--- src/rtl/openpiton_flit_deserializer_pkg.sv ---
`default_nettype none
// ============================================================================
// Module   : openpiton_flit_deserializer_pkg
// Purpose  : Shared constants and types for the xctcmsg OpenPiton flit
//            serializer/deserializer pair.
// Revision : 1.0 - initial release
// ============================================================================
package openpiton_flit_deserializer_pkg;

    // Physical OpenPiton flit width; the message header is exactly one flit.
    localparam int XCTCMSG_FLIT_WIDTH         = 64;
    localparam int XCTCMSG_MSG_HEADER_WIDTH   = XCTCMSG_FLIT_WIDTH;

    // Number of payload flits following each header.
    localparam int XCTCMSG_MSG_PAYLOAD_LENGTH = 2;
    localparam int XCTCMSG_MSG_PAYLOAD_WIDTH  = XCTCMSG_MSG_PAYLOAD_LENGTH * XCTCMSG_FLIT_WIDTH;

    // Location of the message length field within the header flit.
    localparam int XCTCMSG_MSG_LENGTH_LSB     = 22;
    localparam int XCTCMSG_MSG_LENGTH_WIDTH   = 8;

    // Assembled word handed to the adapter: {payload, header}.
    localparam int PITON_XCTCMSG_NOC_WIDTH    = XCTCMSG_MSG_HEADER_WIDTH + XCTCMSG_MSG_PAYLOAD_WIDTH;

    // Deserializer control states.
    typedef enum logic [1:0] {
        ST_HEADER  = 2'd0,
        ST_PAYLOAD = 2'd1,
        ST_DRAIN   = 2'd2,
        ST_FULL    = 2'd3
    } deser_state_t;

endpackage : openpiton_flit_deserializer_pkg
`default_nettype wire

--- src/rtl/openpiton_flit_deserializer.sv ---
`default_nettype none
// ============================================================================
// Module   : openpiton_flit_deserializer
// Purpose  : Collects a header flit plus its payload flits from the OpenPiton
//            router port and presents them as one {payload, header} word to
//            the adapter. Headers with a wrong length are flagged and the
//            announced flits are discarded.
// Revision : 1.0 - initial release
// ============================================================================
module openpiton_flit_deserializer
    import openpiton_flit_deserializer_pkg::*;
#(
    parameter int FLIT_WIDTH    = XCTCMSG_FLIT_WIDTH,
    parameter int PAYLOAD_FLITS = XCTCMSG_MSG_PAYLOAD_LENGTH
) (
    input  logic                                   clk,
    input  logic                                   rst_n,
    input  logic                                   flit_in_val,
    output logic                                   flit_in_rdy,
    input  logic [FLIT_WIDTH-1:0]                  flit_in_data,
    output logic                                   noc_out_val,
    input  logic                                   noc_out_rdy,
    output logic [(PAYLOAD_FLITS+1)*FLIT_WIDTH-1:0] noc_out_data,
    output logic                                   err_length
);

    localparam int LEN_W = XCTCMSG_MSG_LENGTH_WIDTH;
    localparam int CNT_W = (PAYLOAD_FLITS > 0) ? $clog2(PAYLOAD_FLITS + 1) : 1;

    localparam logic [LEN_W-1:0] C_PAYLOAD_LEN = LEN_W'(PAYLOAD_FLITS);
    localparam logic [CNT_W-1:0] C_LAST_SLOT   = CNT_W'(PAYLOAD_FLITS - 1);

    deser_state_t            state;
    deser_state_t            state_next;
    logic [FLIT_WIDTH-1:0]   header;
    logic [CNT_W-1:0]        cnt;
    logic [LEN_W-1:0]        drop;
    logic [LEN_W-1:0]        len;
    logic                    flit_xfer;
    logic                    hdr_xfer;
    logic                    hdr_load;
    logic                    cnt_clr;
    logic                    drop_load;
    logic                    err_set;

    // In FULL the router is only accepted while the word is leaving, so a new
    // header can overlap the output transfer without a bubble.
    assign flit_in_rdy = (state != ST_FULL) || noc_out_rdy;
    assign noc_out_val = (state == ST_FULL);

    assign flit_xfer = flit_in_val && flit_in_rdy;
    assign hdr_xfer  = flit_xfer && ((state == ST_HEADER) || (state == ST_FULL));
    assign len       = flit_in_data[XCTCMSG_MSG_LENGTH_LSB +: LEN_W];

    // Next-state decode; header handling is shared by HEADER and FULL.
    always_comb begin
        state_next = state;
        hdr_load   = 1'b0;
        cnt_clr    = 1'b0;
        drop_load  = 1'b0;
        err_set    = 1'b0;
        case (state)
            ST_HEADER: ;
            ST_FULL: begin
                if (noc_out_rdy) begin
                    state_next = ST_HEADER;
                end
            end
            ST_PAYLOAD: begin
                if (flit_xfer && (cnt == C_LAST_SLOT)) begin
                    state_next = ST_FULL;
                end
            end
            ST_DRAIN: begin
                if (flit_xfer && (drop == LEN_W'(1))) begin
                    state_next = ST_HEADER;
                end
            end
            default: state_next = ST_HEADER;
        endcase
        if (hdr_xfer) begin
            if (len == C_PAYLOAD_LEN) begin
                hdr_load = 1'b1;
                if (PAYLOAD_FLITS != 0) begin
                    cnt_clr    = 1'b1;
                    state_next = ST_PAYLOAD;
                end else begin
                    state_next = ST_FULL;
                end
            end else begin
                err_set = 1'b1;
                if (len == '0) begin
                    state_next = ST_HEADER;
                end else begin
                    drop_load  = 1'b1;
                    state_next = ST_DRAIN;
                end
            end
        end
    end

    // State register and registered error pulse.
    always_ff @(posedge clk or negedge rst_n) begin
        if (!rst_n) begin
            state      <= ST_HEADER;
            err_length <= 1'b0;
        end else begin
            state      <= state_next;
            err_length <= err_set;
        end
    end

    // Header capture and payload slot / drop counters; both reload per header.
    always_ff @(posedge clk or negedge rst_n) begin
        if (!rst_n) begin
            header <= '0;
            cnt    <= '0;
            drop   <= '0;
        end else begin
            if (hdr_load) begin
                header <= flit_in_data;
            end
            if (cnt_clr) begin
                cnt <= '0;
            end else if ((state == ST_PAYLOAD) && flit_xfer) begin
                cnt <= cnt + CNT_W'(1);
            end
            if (drop_load) begin
                drop <= len;
            end else if ((state == ST_DRAIN) && flit_xfer) begin
                drop <= drop - LEN_W'(1);
            end
        end
    end

    assign noc_out_data[FLIT_WIDTH-1:0] = header;

    // One register per payload slot; flit k lands in slot k-1 above the header.
    for (genvar i = 0; i < PAYLOAD_FLITS; i++) begin : g_slot
        logic [FLIT_WIDTH-1:0] slot;
        logic                  slot_we;

        assign slot_we = (state == ST_PAYLOAD) && flit_xfer && (cnt == CNT_W'(i));

        // Capture the payload flit addressed to this slot.
        always_ff @(posedge clk or negedge rst_n) begin
            if (!rst_n) begin
                slot <= '0;
            end else if (slot_we) begin
                slot <= flit_in_data;
            end
        end

        assign noc_out_data[(i+1)*FLIT_WIDTH +: FLIT_WIDTH] = slot;
    end : g_slot

endmodule : openpiton_flit_deserializer
`default_nettype wire

--- config.mk ---
export PLATFORM = sky130hd
export DESIGN_NAME = openpiton_flit_deserializer
export DESIGN_NICKNAME = d
export VERILOG_FILES = /design/src/rtl/openpiton_flit_deserializer_pkg.sv /design/src/rtl/openpiton_flit_deserializer.sv
export SDC_FILE = /design/constraint.sdc
export NUM_CORES = 1
export LEC_CHECK = 0
export ABC_AREA = 0
export CORE_AREA = 2 2 93 185
export CTS_CLUSTER_SIZE = 14
export DETAILED_ROUTE_END_ITERATION = 6
export DIE_AREA = 0 0 95 187
export GPL_TIMING_DRIVEN = 0
export HOLD_SLACK_MARGIN = 0.05
export PLACE_DENSITY = 0.91
export SKIP_CTS_REPAIR_TIMING = 1
export SLEW_MARGIN = 20
export SYNTH_ARGS = -nofsm -noshare
export SYNTH_HDL_FRONTEND = slang
export SYNTH_SLANG_ARGS = --single-unit
--- constraint.sdc ---
create_clock -name clk -period 3.1 [get_ports clk]
set_input_delay 0.775 -clock clk [delete_from_list [all_inputs] [get_ports clk]]
set_output_delay 0.775 -clock clk [all_outputs]
set_load 0.02 [all_outputs]
# After elaboration in Yosys (flattened, before gate mapping)
# Cells that the tools add are included.
# word_totals
output_inout_bits	195
n_memories	0
input_bits	68
ff_bits	205
ramBits	0
word_cells	54
romBits	0
latchBits	0
# classes
n_reduce_logical	17
addsub	2
bitwise	0
n_shift	0
n_lt_le_gt_ge	0
multipliers	0
div_mod_pow	0
eq_ne	10
mux	18
# ops
cell	n
$mux W2	8
$mux W8	2
$eq A8 B1 Y1 const B	1
$eq A8 B2 Y1 const B	1
$logic_and A1 B1 Y1	8
$logic_not A8 Y1	1
$sub A8 B1 Y8 const B	1
$mux W1	7
$ne A3 B3 Y1 const B	2
$pmux W2 S3	1
$eq A2 B1 Y1 const B	2
$eq A2 B2 Y1 const B	2
$logic_not A2 Y1	2
$reduce_and A4 Y1	1
$reduce_bool A2 Y1	2
$reduce_bool A4 Y1	1
$ne A3 B1 Y1 const B	1
$add A2 B1 Y2 const B	1
$logic_or A1 B1 Y1	2
$ne A2 B2 Y1 const B	1

# Depth between registers and ports, before layout
# depth
word_depth	7
ltp_mapped	9
ltp_nobuf	6

# Worst setup path before layout
# OpenSTA, ideal clock, no wires.
# synth_timing
path_type	in2reg
start	in noc_out_rdy
end	reg g_slot[0].slot[13]
setup_ps	125
arrival_time_ps	1998
cell_stages	8
setup_slack_ps	977
n_path_buf	3
t_required_ps	2975
path_cell_list	nor2b_4 > buf_6 > inv_4 > and3_1 > buf_4 > nand2_4 > buf_6 > mux2_2
# synth_between
elab_chain_cells	4
# synth_rtl
element	line	source
start: declaration	openpiton_flit_deserializer.sv:22	input logic noc_out_rdy,
$logic_or A1 B1 Y1	openpiton_flit_deserializer.sv:48	assign flit_in_rdy = (state != ST_FULL) || noc_out_rdy;
net flit_in_rdy	openpiton_flit_deserializer.sv:19	output logic flit_in_rdy,
$logic_and A1 B1 Y1	openpiton_flit_deserializer.sv:51	assign flit_xfer = flit_in_val && flit_in_rdy;
$logic_and A1 B1 Y1 (2 in a row)	openpiton_flit_deserializer.sv:143	assign slot_we = (state == ST_PAYLOAD) && flit_xfer && (cnt == CNT_W'(i));
end signal: assignment	openpiton_flit_deserializer.sv:150	slot <= flit_in_data;
end: declaration	openpiton_flit_deserializer.sv:140	logic [FLIT_WIDTH-1:0] slot;
# The timed path passes the listed nets, and every way through them passes these cells.
# A chain may end at the register's enable or synchronous reset.

# Worst setup path after layout
# layout_timing
start	in noc_out_rdy
end	out flit_in_rdy
# layout_between
elab_chain_cells	1
# layout_rtl
element	line
$logic_or A1 B1 Y1	openpiton_flit_deserializer.sv:48
end: declaration	openpiton_flit_deserializer.sv:19
# No other way between the ends.

==> key figures <==
Run status
  • Status: finished, final reports clean

Power
  • P_leak: 5.61 nW
  • Net Sw Frac: 0.250
  • Clock Power Share: 0.358
  • Seq pwr share: 0.477
  • PwrDens: 545 mW/mm^2
  • Logic pwr share: 0.165
  • Pint: 4.74 mW
  • Switching pwr: 1.58 mW
  • VDD IR max: 0.652 mV

Drt
  • DR WL/cell: 20.0 microns
  • Drt pass-1 iters: 4
  • Post-DR vias/cell: 5.27
  • Final ANT Viol Nets: 0
  • Initial DRC count: slightly below 80
  • Via count: roughly 5300
  • DRC Markers: 0
  • Total Wirelength: 20.0 mm

Final layout
  • Filler cell count: 1074
  • Fraction of layout cells with a size suffix above 1: 0.245
  • Antenna diodes: 0
  • Final core utilization: 0.702
  • Final layout net count: 862
  • Design Area, Final: 0.0116 sq mm
  • Fin cells: 1000
  • Area Growth Syn to Fin: 43.8%
  • Area occupied by multi-input gates: between 0.002 and 0.003 sq mm
  • FF/Latch Area: 0.00513 sq mm

Run
  • Max Cap Viol: 0

GRT
  • Grt ovf: 0
  • Vias in the first global route: 5804
  • Largest net degree at the start of global routing: ~80
  • First-pass GRT wire length: 31.6 mm
  • Initial antenna violation count: 0
  • GRT Total Usage: 0.228

CTS
  • CTS tree: yes
  • CTS H-tree lvls: 1
  • # clock sinks: 205
  • CTS Buffer Depth: 3
  • CTS Root Cell: clkbuf_16
  • Clock Latency Late Sink: 0.47 ns
  • Clock transition at the registers of the reported paths: 0.06 ns
  • Number of CTS-inserted buffers: 19

Setup path
  • Crit end category: output pin
  • Startpoint types: primary input
  • Worst-path maximum fanout: 9
  • Crit path DAT: 2.18 ns
  • CP required: 2.32 ns
  • Setup Crit Path Kind: primary input to output pin

Synthesis
  • Yosys warning count: 0
  • Post-synth top flop: dfrtp_1
  • Register bit total from synthesis: just over 200
  • Post-synth ARST share: 1.00
  • Syn nets: 577
  • Largest area contributor in the netlist: dfrtp_1
  • Post-synthesis cell area: slightly above 0.008 sq mm
  • Sequential fraction of the synthesis area: 0.636
  • Synth unique cells: 40
  • Mean cell area of the mapped netlist: 16.1 sq um
  • Post-synth top area share: 0.636
  • Syn Inst Count: about 500
  • Count leader, synth: dfrtp_1
  • EDFF count, synth: 0
  • Top post-synthesis cells by area: dfrtp_1, mux2_2, mux2_1, buf_6, ha_1
  • Post-synth top cells: dfrtp_1, mux2_2, mux2_1

Placed design
  • Gpl congestion: 0.831
  • IO buf count: 262
  • Post-DP HPWL: 14.5 mm
  • Pre-CTS WS: 0.142 ns
  • Dpl cells: just under 1000
  • Placed Area: ~0.011 sq mm

Die
  • Die W: 95 microns
  • Starting density of the core: 0.488
  • Chip height: approximately 190 microns
  • Die ar.: 0.0178 sq mm
  • Core area: 0.0165 sq mm
  • IO Count: 263
  • Row count: 67

STA
  • Final Setup Violations: 0
  • Worst Clk Skew: 0.0105 ns
  • Worst setup margin: 0.143 ns
  • Slew Limit Fails: 0
  • Unrepaired setup endpoints after global routing: false
  • Min Tclk post-route: 2.96 ns
  • Fmax: 338 MHz
  • Fin. Hold Viols: 0
  • Worst-Margin Slew: slightly above 0.5 ns
  • Hold slack: 0.206 ns
  • Crit share post-route: 0.954
  • Relative slew margins: 0.663

Worst hold path
  • Hold Path Class: primary input to asynchronous set/reset pin
per-layer routing:
layer	global-route usage	vias up	wire (microns)
met5	0	-	0
met3	0.0806	24	2120
li1	-	2339	-
met4	0.0396	0	222
met2	0.397	239	10100
met1	0.273	2671	7600
layout by cell type (no fill, tap or decap), types with 8 or more instances in the layout:
cell,synthesis,layout
buf_6,16,16
mux2_2,133,133
and2_1,8,8
clkdlybuf4s50_1,0,261
o21ai_0,9,9
inv_1,8,8
nand2_1,12,12
clkbuf_16,0,19
dfrtp_1,205,205
mux2_1,52,52
per-stage QoR:
stage          TNS [ns]  total power [mW]
6_report              0              6.32
5_1_grt               0              6.59
4_1_cts               0              6.39
3_5_place_dp          0              4.10
3_3_place_gp   -1402.17              4.04
2_1_floorplan         0              3.53
state kept, by name, indices dropped and copies added, names as in the netlist:
register     count
g_slot.slot    128
header          64
drop             8
cnt              2
state            2
err_length       1
cell type report:
class | instances | share of cell area
Sequential cell | 205 | 0.443
Clock inverter | 3 | 0.00561
Timing Repair Buffer | 264 | 0.231
Buffer | 22 | 0.0184
Clock buffer | 24 | 0.0452
Multi-Input combinational cell | 266 | 0.231
Inverter | 9 | 0.00313
Tap cell | 207 | 0.0223
worst max-delay path, stage by stage:
cell and delay (ns):
clkdlybuf4s50_1 0.51, nor2b_4 0.05, buf_6 0.14, inv_4 0.09, clkdlybuf4s50_1 0.62
logic make-up (layout without fill, tap and decap cells):
group | count (synthesis) | count (layout) | share of synthesized area
adder cells (fa/ha/maj) | 7 | 7 | 0.0109
buffers and inverters | 31 | 322 | 0.0309
multiplexers | 187 | 187 | 0.261
AO/OA/AOI/OAI | 18 | 18 | 0.0135
flip-flops | 205 | 205 | 0.636
AND/OR/NAND/NOR | 47 | 47 | 0.0397
XOR/XNOR | 7 | 7 | 0.00761
power by group through the flow:
stage	Sequential [mW]	Clock (mW)	Combinational, mW
final	3.01	2.26	1.04
after global placement	3.04	0	0.999
after global routing	3.03	2.43	1.13
after detailed placement	3.05	0	1.04
after CTS	3.01	2.33	1.05
after floorplan	3.20	0	0.337
worst paths after layout:
| kind | from | end | slack, ns | cells after the start |
|---|---|---|---|---|
| max | noc_out_rdy | flit_in_rdy | 0.14 | 5 |
| min | rst_n | header[40] | 0.21 | 1 |
| max reg2reg | state[0] | state[0] | 0.86 | 8 |
| min reg2reg | header[53] | header[53] | 0.49 | 1 |
| max in group asynchronous | rst_n | g_slot[1].slot[6] | 2.16 | 2 |
| min in group clk | header[53] | header[53] | 0.49 | 1 |
No activity file was read; power rests on OpenSTA's default activity.
